**src/rtl/unit_a.sv**
```systemverilog
// 32-bit registered arithmetic slice: sum / sub / invert-A / increment with carry and overflow flags.
// Optional registered zero flag Z is built when UNIT_A_ZERO_FLAG_EN is defined.

module unit_a_fa (
    input  logic a,
    input  logic b,
    input  logic ci,
    output logic s,
    output logic co
);
    assign s  = a ^ b ^ ci;
    assign co = (a & b) | (ci & (a ^ b));
endmodule

module unit_a (
    input  logic        clk,
    input  logic        rst,
    input  logic [31:0] A,
    input  logic [31:0] B,
    input  logic [1:0]  f,
    output logic [31:0] S,
    output logic        c_out,
`ifdef UNIT_A_ZERO_FLAG_EN
    output logic        O,
    output logic        Z
`else
    output logic        O
`endif
);
    localparam logic [1:0] FN_SUM  = 2'b00;
    localparam logic [1:0] FN_SUB  = 2'b01;
    localparam logic [1:0] FN_AINV = 2'b10;
    localparam logic [1:0] FN_INC  = 2'b11;

    logic [31:0] x;
    logic [31:0] y;
    logic        cin;
    logic [32:0] c;
    logic [31:0] sum;
    logic [31:0] s_next;
    logic        c_next;
    logic        o_next;

    always_comb begin
        x   = A;
        y   = B;
        cin = 1'b0;
        case (f)
            FN_SUM:  begin y = B;     cin = 1'b0; end
            FN_SUB:  begin y = ~B;    cin = 1'b1; end
            FN_INC:  begin y = 32'd0; cin = 1'b1; end
            default: begin y = B;     cin = 1'b0; end
        endcase
    end

    // Ripple-carry chain; c[31] and c[32] give the signed-overflow detect.
    assign c[0] = cin;
    for (genvar i = 0; i < 32; i++) begin : g_rca
        unit_a_fa u_fa (
            .a  (x[i]),
            .b  (y[i]),
            .ci (c[i]),
            .s  (sum[i]),
            .co (c[i+1])
        );
    end

    always_comb begin
        s_next = sum;
        c_next = c[32];
        o_next = c[31] ^ c[32];
        if (f == FN_AINV) begin
            s_next = ~A;
            c_next = 1'b0;
            o_next = 1'b0;
        end
    end

    always_ff @(posedge clk) begin
        if (rst) begin
            S     <= 32'd0;
            c_out <= 1'b0;
            O     <= 1'b0;
        end else begin
            S     <= s_next;
            c_out <= c_next;
            O     <= o_next;
        end
    end

`ifdef UNIT_A_ZERO_FLAG_EN
    always_ff @(posedge clk) begin
        if (rst) Z <= 1'b1;
        else     Z <= (s_next == 32'd0);
    end
`endif

endmodule

```
**config.mk**
```make
export PLATFORM = sky130hd
export DESIGN_NAME = unit_a
export DESIGN_NICKNAME = d
export VERILOG_FILES = /design/src/rtl/unit_a.sv
export SDC_FILE = /design/constraint.sdc
export NUM_CORES = 1
export LEC_CHECK = 0
export ABC_AREA = 0
export CAP_MARGIN = 20
export CORE_ASPECT_RATIO = 0.8
export CORE_UTILIZATION = 44
export DETAILED_ROUTE_END_ITERATION = 7
export PLACE_DENSITY = 0.81
export SLEW_MARGIN = 5
export SYNTH_ARGS = -nofsm -noshare
export SYNTH_HDL_FRONTEND = slang
export SYNTH_SLANG_ARGS = --single-unit
```
**constraint.sdc**
```tcl
create_clock -name clk -period 20.1 [get_ports clk]
set_input_delay 3.015 -clock clk [delete_from_list [all_inputs] [get_ports clk]]
set_output_delay 3.015 -clock clk [all_outputs]
set_load 0.05 [all_outputs]
```
==> results by stage, run 1 <==
Critical path:
- The worst-path maximum fanout is 33.
- STA classifies the critical path endpoint as a register.
- The cell that appears most often on the critical path is fa_1.
- The worst setup path is launched from a primary input.
- The worst path required time is 20.28 ns.
- Data arrives at the worst endpoint at 17.44 ns.
- The highest-delay cell along the critical path is fa_1.
- The critical path class is in -> reg.
- For this run, the slowest stage of the critical path takes 0.45 ns.

Yosys:
- The number of distinct library cells after synthesis is 21.
- Synthesis produced 225 cells.
- The post-synthesis area per instance is 11.6 um2.
- The register bit total from synthesis is 34.
- The number of nets handed over by synthesis was 325.
- The cell area after synthesis is 2620 um2.
- The count of yosys warnings during synthesis is 0.
- The share of the Yosys chip area taken by registers is 26.0%.

GRT:
- The first-pass GRT wire length is 9910 um.
- The global routing usage summed across all routing layers is 21.0%.
- Global routing finished with a remaining overflow of 0.
- Entering global routing, the biggest net connects 42 pins.
- The initial antenna violation count is 0.
- The via count of the first global-routing pass is 2057.

Drt:
- The remaining number of nets flagged by the antenna check after routing is 0.
- After detailed routing, the number of remaining DRC violations is 0.
- The routed wire length on met3 is 401 um.
- In the final routing, the length of wire on met1 measures 2770 um.
- In the final routed layout, each cell accounts on average for 15.7 um.
- After detailed routing, no signal wire sits above met4.
- After detailed routing, the number of vias per cell comes to 4.93.
- The detailed route wirelength on metal2 is 2910 um.
- In this run, the number of DRC markers left after iteration 0 of detailed routing was 61.
- The routed via count is 1943.
- Before antenna repair, the detailed router went through 4 iterations.
- For this block, the routed nets add up to 6170 um of wire.

Floorplan:
- In this run the core area contains 24 standard-cell rows.
- In this run the count of I/O pins placed on the die edge is 102.
- The die extent in x is 88.3 um.
- The total core area is 5590 um2.
- The overall die height is 71.0 um.
- The initial utilization of the core area, before any placement, comes to 46.9%.
- The die footprint is 6270 um2.

Timing:
- The final-report hold violation count is 0.
- Setup repair after global routing left no endpoint under its margin.
- The worst hold slack is 3.31 ns.
- Based on the critical path, the design can be clocked at up to 57.9 MHz.
- The number of slew-limit violations in the final report is 0.
- The worst path uses 85.9% of the clock period.
- For the final routed database, the setup TNS stands at 0 ns.
- The transition time at the pin with the least slew margin is 0.946 ns.
- The clock period minus final worst setup slack is 17.26 ns.
- Setup violations remaining at the end of the flow were counted as 0.
- Measured against its own limit, the worst slew margin works out to 36.9%.

Outcome:
- The run finished with clean final reports.

Pwr:
- Dividing total power by cell area gives a power density of 67.1 nW/um2.
- The reported leakage power is 0.00157 uW.
- The worst-case IR drop observed on VDD is 0.0000382 V.

Final layout:
- After routing the design area is 3720 um2.
- In the final layout, the share of cells above drive strength 1 is 21.8%.
- The synthesis-to-finish area growth is 41.9%.
- In the layout the commonest cells are 99 x clkdlybuf4s50_1, 34 x dfxtp_1, 34 x inv_1.
- The area of the multi-input gates is 1700 um2.
- 0 antenna diodes ended up in the layout.
- After filler insertion, the fill cell instance count of the layout stands at 434.
- The most common cell after layout, fill and taps aside is clkdlybuf4s50_1.
- The final instance count without filler cells is 394.
- Registers take 681 um2.
- For this run, the post-layout net count is 415.
- The share of the core filled with cells in the final layout is 66.6%.

Clocking:
- The number of buffers on the longest clock path is 2.
- The post-CTS repair timing setup buffer count is 0.
- The number of cells upsized or downsized after cts is 0.
- The CTS sink count is 34.
- In this run, post-CTS hold repair placed 0 buffers.
- The clock-pin transition on the worst setup and hold timing paths is 0.07 ns.
- The root buffer selected by CTS is clkbuf_8.
- CTS built an H-tree with a depth of 2.
- The number of buffers added by the clock tree synthesis step is 5.
- The TritonCTS clock tree is built.

Hold path:
- The tightest min-delay check is of the in -> reg type.

Placed design:
- Counting tap cells, the placed design contains a total of 386 instances.
- The count of buffers added on input and output ports is 101.
- The cell area after placement is 3630 um2.
- The routability congestion estimate is 0.737.
- Detailed placement finished with a half-perimeter wire length of 4460 um.

Flow run:
- The tool flagged a number of max-cap violations equal to 0.
==> critical path: cells and delay by family <==
family | cells | cell delay (ns)
AND/OR/NAND/NOR | 2 | 0.35
adder cells (fa/ha/maj) | 32 | 12.69
buffers and inverters | 6 | 0.91
multiplexers | 2 | 0.49
==> layout make-up <==
type                       instances  area share [%]
multi-input combinational        136            45.7
timing repair buffer             104            27.5
sequential                        34            18.3
inverter                          34            3.43
tap                               78            2.62
clock buffer                       7            2.32
clock inverter                     1           0.135
==> cells by family after synthesis <==
| logic type | after synthesis | share of synthesized area (%) |
|---|---|---|
| xor gates and xnor gates | 1 | 0.334 |
| adders and majority gates | 32 | 24.5 |
| buffers and inverters | 55 | 9.22 |
| and+or+nand+nor | 39 | 12.4 |
| DFF | 34 | 26.0 |
| AOI/OAI and AO/OA | 30 | 13.2 |
| muxes | 34 | 14.5 |
==> synthesized netlist by cell type <==
| cell type | number | area share (%) |
|---|---|---|
| nor2b_1 | 2 | 0.48 |
| nor3b_1 | 1 | 0.29 |
| nor2b_2 | 1 | 0.33 |
| mux2_2 | 31 | 13 |
| nor2_1 | 2 | 0.29 |
| buf_6 | 1 | 0.43 |
| inv_1 | 34 | 4.9 |
| and3b_1 | 30 | 10 |
| a211oi_2 | 24 | 11 |
| nand2b_1 | 1 | 0.24 |
| nor3_1 | 1 | 0.19 |
| mux2i_1 | 3 | 1.1 |
| nand2b_4 | 1 | 0.53 |
| buf_1 | 1 | 0.14 |
| clkbuf_1 | 7 | 1.0 |
| xor2_1 | 1 | 0.33 |
| fa_1 | 32 | 24 |
| dfxtp_1 | 34 | 26 |
| a211oi_1 | 6 | 1.7 |
| buf_2 | 7 | 1.3 |
| buf_4 | 5 | 1.4 |
==> power by group <==
group	switching [uW]	internal (uW)
Clock	25.3	27.6
Sequential	2.78	76.7
Combinational	65.4	51.7
==> worst paths after layout <==
check	start	end	slack, ns	depth (start not counted)
setup / recovery	f[1]	S[31]$_SDFF_PP0_	2.84	42
hold / removal	f[0]	S[5]$_SDFF_PP0_	3.31	3
==> through the flow <==
step / power (uW) / setup WS (ns)
after detailed placement: 199 / 2.49
after global placement: 195 / 2.68
after CTS: 252 / 2.77
final: 250 / 2.84
after global routing: 263 / 2.28
after floorplan: 157 / 3.64
==> metal layers <==
layer | vias to the layer above | track usage, %
li1 | 928 | -
met1 | 926 | 26.5
met2 | 78 | 35.1
met3 | 11 | 5.02
met4 | 0 | 7.17
met5 | - | 0
==> state kept, by name, indices dropped and copies added (netlist names) <==
| signal | cells |
|---|---|
| c_out | 1 |
| S | 32 |
| O | 1 |
Power figures use the tool's default switching activity.
==> run 2, diff against run 1 <==
- CORE_UTILIZATION: 44 -> 46
- CTS_BUF_LIST: not set -> sky130_fd_sc_hd__clkbuf_8
- PLACE_DENSITY: 0.81 -> 0.84
- TNS_END_PERCENT: not set -> 5
==> run 2 against run 1 <==
  * Wire length decreased by 5.5%
  * Clock power down 13%
  * Global-route usage about the same
  * Highest routed layer unchanged
  * Clock-buffer cell count is 2 lower
  * Flip-flop and latch count is the same
  * Critical path depth rose by 1
  * Via count is 1.2% lower
  * Sequential share of layout area rose by 0.074 points
  * Fmax fell by 1.6%
  * First-iteration DRC count increased by 26%
  * Critical path type unchanged
  * Combinational power is essentially flat
==> results by stage, run 2 (synthesized netlist as in run 1, its figures left out) <==
Final layout:
- The layout has 436 filler cells.
- The final instance count without filler cells is 393.
- At the end of the flow, the number of nets in the layout was 415.
- The number of flip-flops in the largest register is 32.
- Cells with a size suffix above 1 make up 21.3% of the layout.
- The top cell types in the final layout, fill and taps aside, are 99 x clkdlybuf4s50_1, 36 x inv_1, 34 x dfxtp_1.
- The most common cell after layout, fill and taps aside is clkdlybuf4s50_1.
- The area growth from synthesis to layout is 41.4%.
- The number of antenna diodes is 0.
- The largest registers in the layout are S x32, O x1, c_out x1.
- Ranked by flip-flop count, first place goes to S.

Timing:
- For this run, the top clock speed supported by timing is 57.0 MHz.
- The final setup violation count is 0.
- The worst slew slack as a fraction of its limit is 38.1%.
- Setup repair after global routing left no endpoint under its margin.
- The clock period minus final worst setup slack is 17.54 ns.
- The period utilization is 87.3%.
- The final-report hold violation count was 0.
- The total negative slack for setup checks is 0 ns.
- The number of slew-limit violations in the final report is 0.
- The transition time at the pin with the least slew margin is 0.928 ns.

Placed design:
- The routability congestion estimate is 0.767.
- In this run, placement finished with an instance count of 386.
- During placement, the flow inserted port buffers numbering 101.
- The wire-length estimate of the detail-placed layout is 4230 um.

Critical path:
- The highest-delay cell along the critical path is fa_1.
- The cell that appears most often on the critical path is fa_1.
- The kind of start point of the critical path is a primary input.
- The critical path capture point type is a register.
- For this run, the slowest stage of the critical path takes 0.46 ns.
- At the worst endpoint, the arrival time is 17.71 ns.
- The worst setup path is of the in -> reg kind.
- The worst path required time is 20.27 ns.
- The worst-path maximum fanout is 33.
- The critical path starts at f[1].

Clocking:
- The number of hold buffers added after CTS is 0.
- The number of cells upsized or downsized after cts is 0.
- The TritonCTS clock tree is built.
- The number of buffers on the longest clock path is 2.
- CTS saw 34 sinks.
- The CTS H-tree depth is 2.
- The number of buffers added by the clock tree synthesis step is 5.
- Once the clock tree was built, the setup fixing pass inserted 0 buffers.
- The clock-pin transition on the worst setup and hold timing paths is 0.07 ns.
- The root buffer selected by CTS is clkbuf_8.

Drt:
- The iteration count of the initial detailed-routing pass is 5.
- The routed layout has 1920 vias.
- The post-detailed-route via-to-cell ratio is 4.89.
- After detailed routing, the average wire length per cell comes to 14.8 um.
- After detailed routing, the number of remaining DRC violations is 0.
- The remaining number of nets flagged by the antenna check after routing is 0.
- The detailed-route wire length is 5830 um.
- The violation count after the first detailed-route iteration is 77.

GRT:
- The global routing usage summed across all routing layers is 20.9%.
- The initial antenna violation count is 0.
- The most used routing layer is met2.
- The via count of the first global-routing pass is 2014.
- The routing usage on met1 is 27.5%.
- Entering global routing, the biggest net connects 67 pins.
- The routing usage on met2 is 36.2%.
- For this run, global-route usage on met3 was measured as 3.93%.
- The first-pass GRT wire length is 9770 um.
- The total global routing overflow is 0.

Pwr:
- The ratio of total power to cell area is 65.2 nW/um2.
- The worst-case IR drop observed on VDD is 0.0000347 V.
- The reported leakage power is 0.00156 uW.

Floorplan:
- For this design the top-level I/O count stands at 102.
- The standard-cell row count is 24.
- The initial utilization of the core area, before any placement, comes to 47.9%.
- The total core area is 5470 um2.
- Measured along the y axis, the die boundary spans 69.5 um.
- The die footprint is 6000 um2.
- The die is 86.4 um wide.

Hold path:
- The start point of the worst hold path is rst.
- The hold path endpoint is S[18]$_SDFF_PP0_.
- The class of the tightest hold or removal check is in -> reg.
- The worst hold path stage count is 2.

Outcome:
- The run finished with clean final reports.

Flow run:
- The number of max-cap violations is 0.
-- run 2: cell types whose count changed in the layout (fill, tap and decap cells not counted) --
cell      previous run  this run
clkinv_2             1         0
clkbuf_1             1         0
inv_1               34        36
clkbuf_8             6         5
-- run 2: worst max-delay path, delay by kind of cell --
kind | cells | cell delay (ns)
adders and majority gates | 32 | 12.73
and+or+nand+nor | 2 | 0.31
buffers and inverters | 7 | 1.14
muxes | 2 | 0.50
-- run 2: layer usage --
| layer | vias to the layer above | wire [um] |
|---|---|---|
| li1 | 932 | - |
| met1 | 921 | 2570 |
| met2 | 62 | 2940 |
| met3 | 5 | 295 |
| met4 | 0 | 36 |
| met5 | - | 0 |
-- run 2: power breakdown --
group          leakage (uW)  switching, uW  internal (uW)  total (uW)
sequential         0.000284           2.70           76.7        79.5
clock             0.0000466           23.4           22.8        46.2
combinational       0.00123           64.5           51.4         116
total               0.00156           90.6            151         242
-- run 2: metrics by stage --
| stage | instance area (um2) | setup slack, ns | util (%) | total power (uW) | hold WS, ns |
|---|---|---|---|---|---|
| after CTS | 3700 | 2.47 | 67.8 | 244 | 3.42 |
| final | 3700 | 2.56 | 67.8 | 242 | 3.42 |
| after floorplan | 2620 | 3.64 | - | 157 | 3.24 |
| after global routing | 3700 | 2.04 | 67.8 | 256 | 3.45 |
| after global placement | 3630 | 2.42 | 66.4 | 195 | 3.70 |
| after detailed placement | 3630 | 2.23 | 66.4 | 198 | 3.71 |
-- run 2: worst max-delay path by stage --
stage | to | slack [ns] | cells past startpoint
after global routing | S[31]$_SDFF_PP0_ | 2.04 | 43
after floorplan | S[31]$_SDFF_PP0_ | 3.64 | 41
final | S[31]$_SDFF_PP0_ | 2.56 | 43
after detailed placement | S[31]$_SDFF_PP0_ | 2.23 | 43
after CTS | S[31]$_SDFF_PP0_ | 2.47 | 43
after global placement | S[31]$_SDFF_PP0_ | 2.42 | 43
-- run 2: area by class of cell --
cell class              count  area [um2]  share of cell area, %
multi-input cells         136        1700                   45.8
flip-flops and latches     34         681                   18.4
clock buffers               5        68.8                   1.86
well taps                  78        97.6                   2.64
inverters                  34         128                   3.45
repair buffers            104        1020                   27.6
clock inverters             2        7.51                  0.203
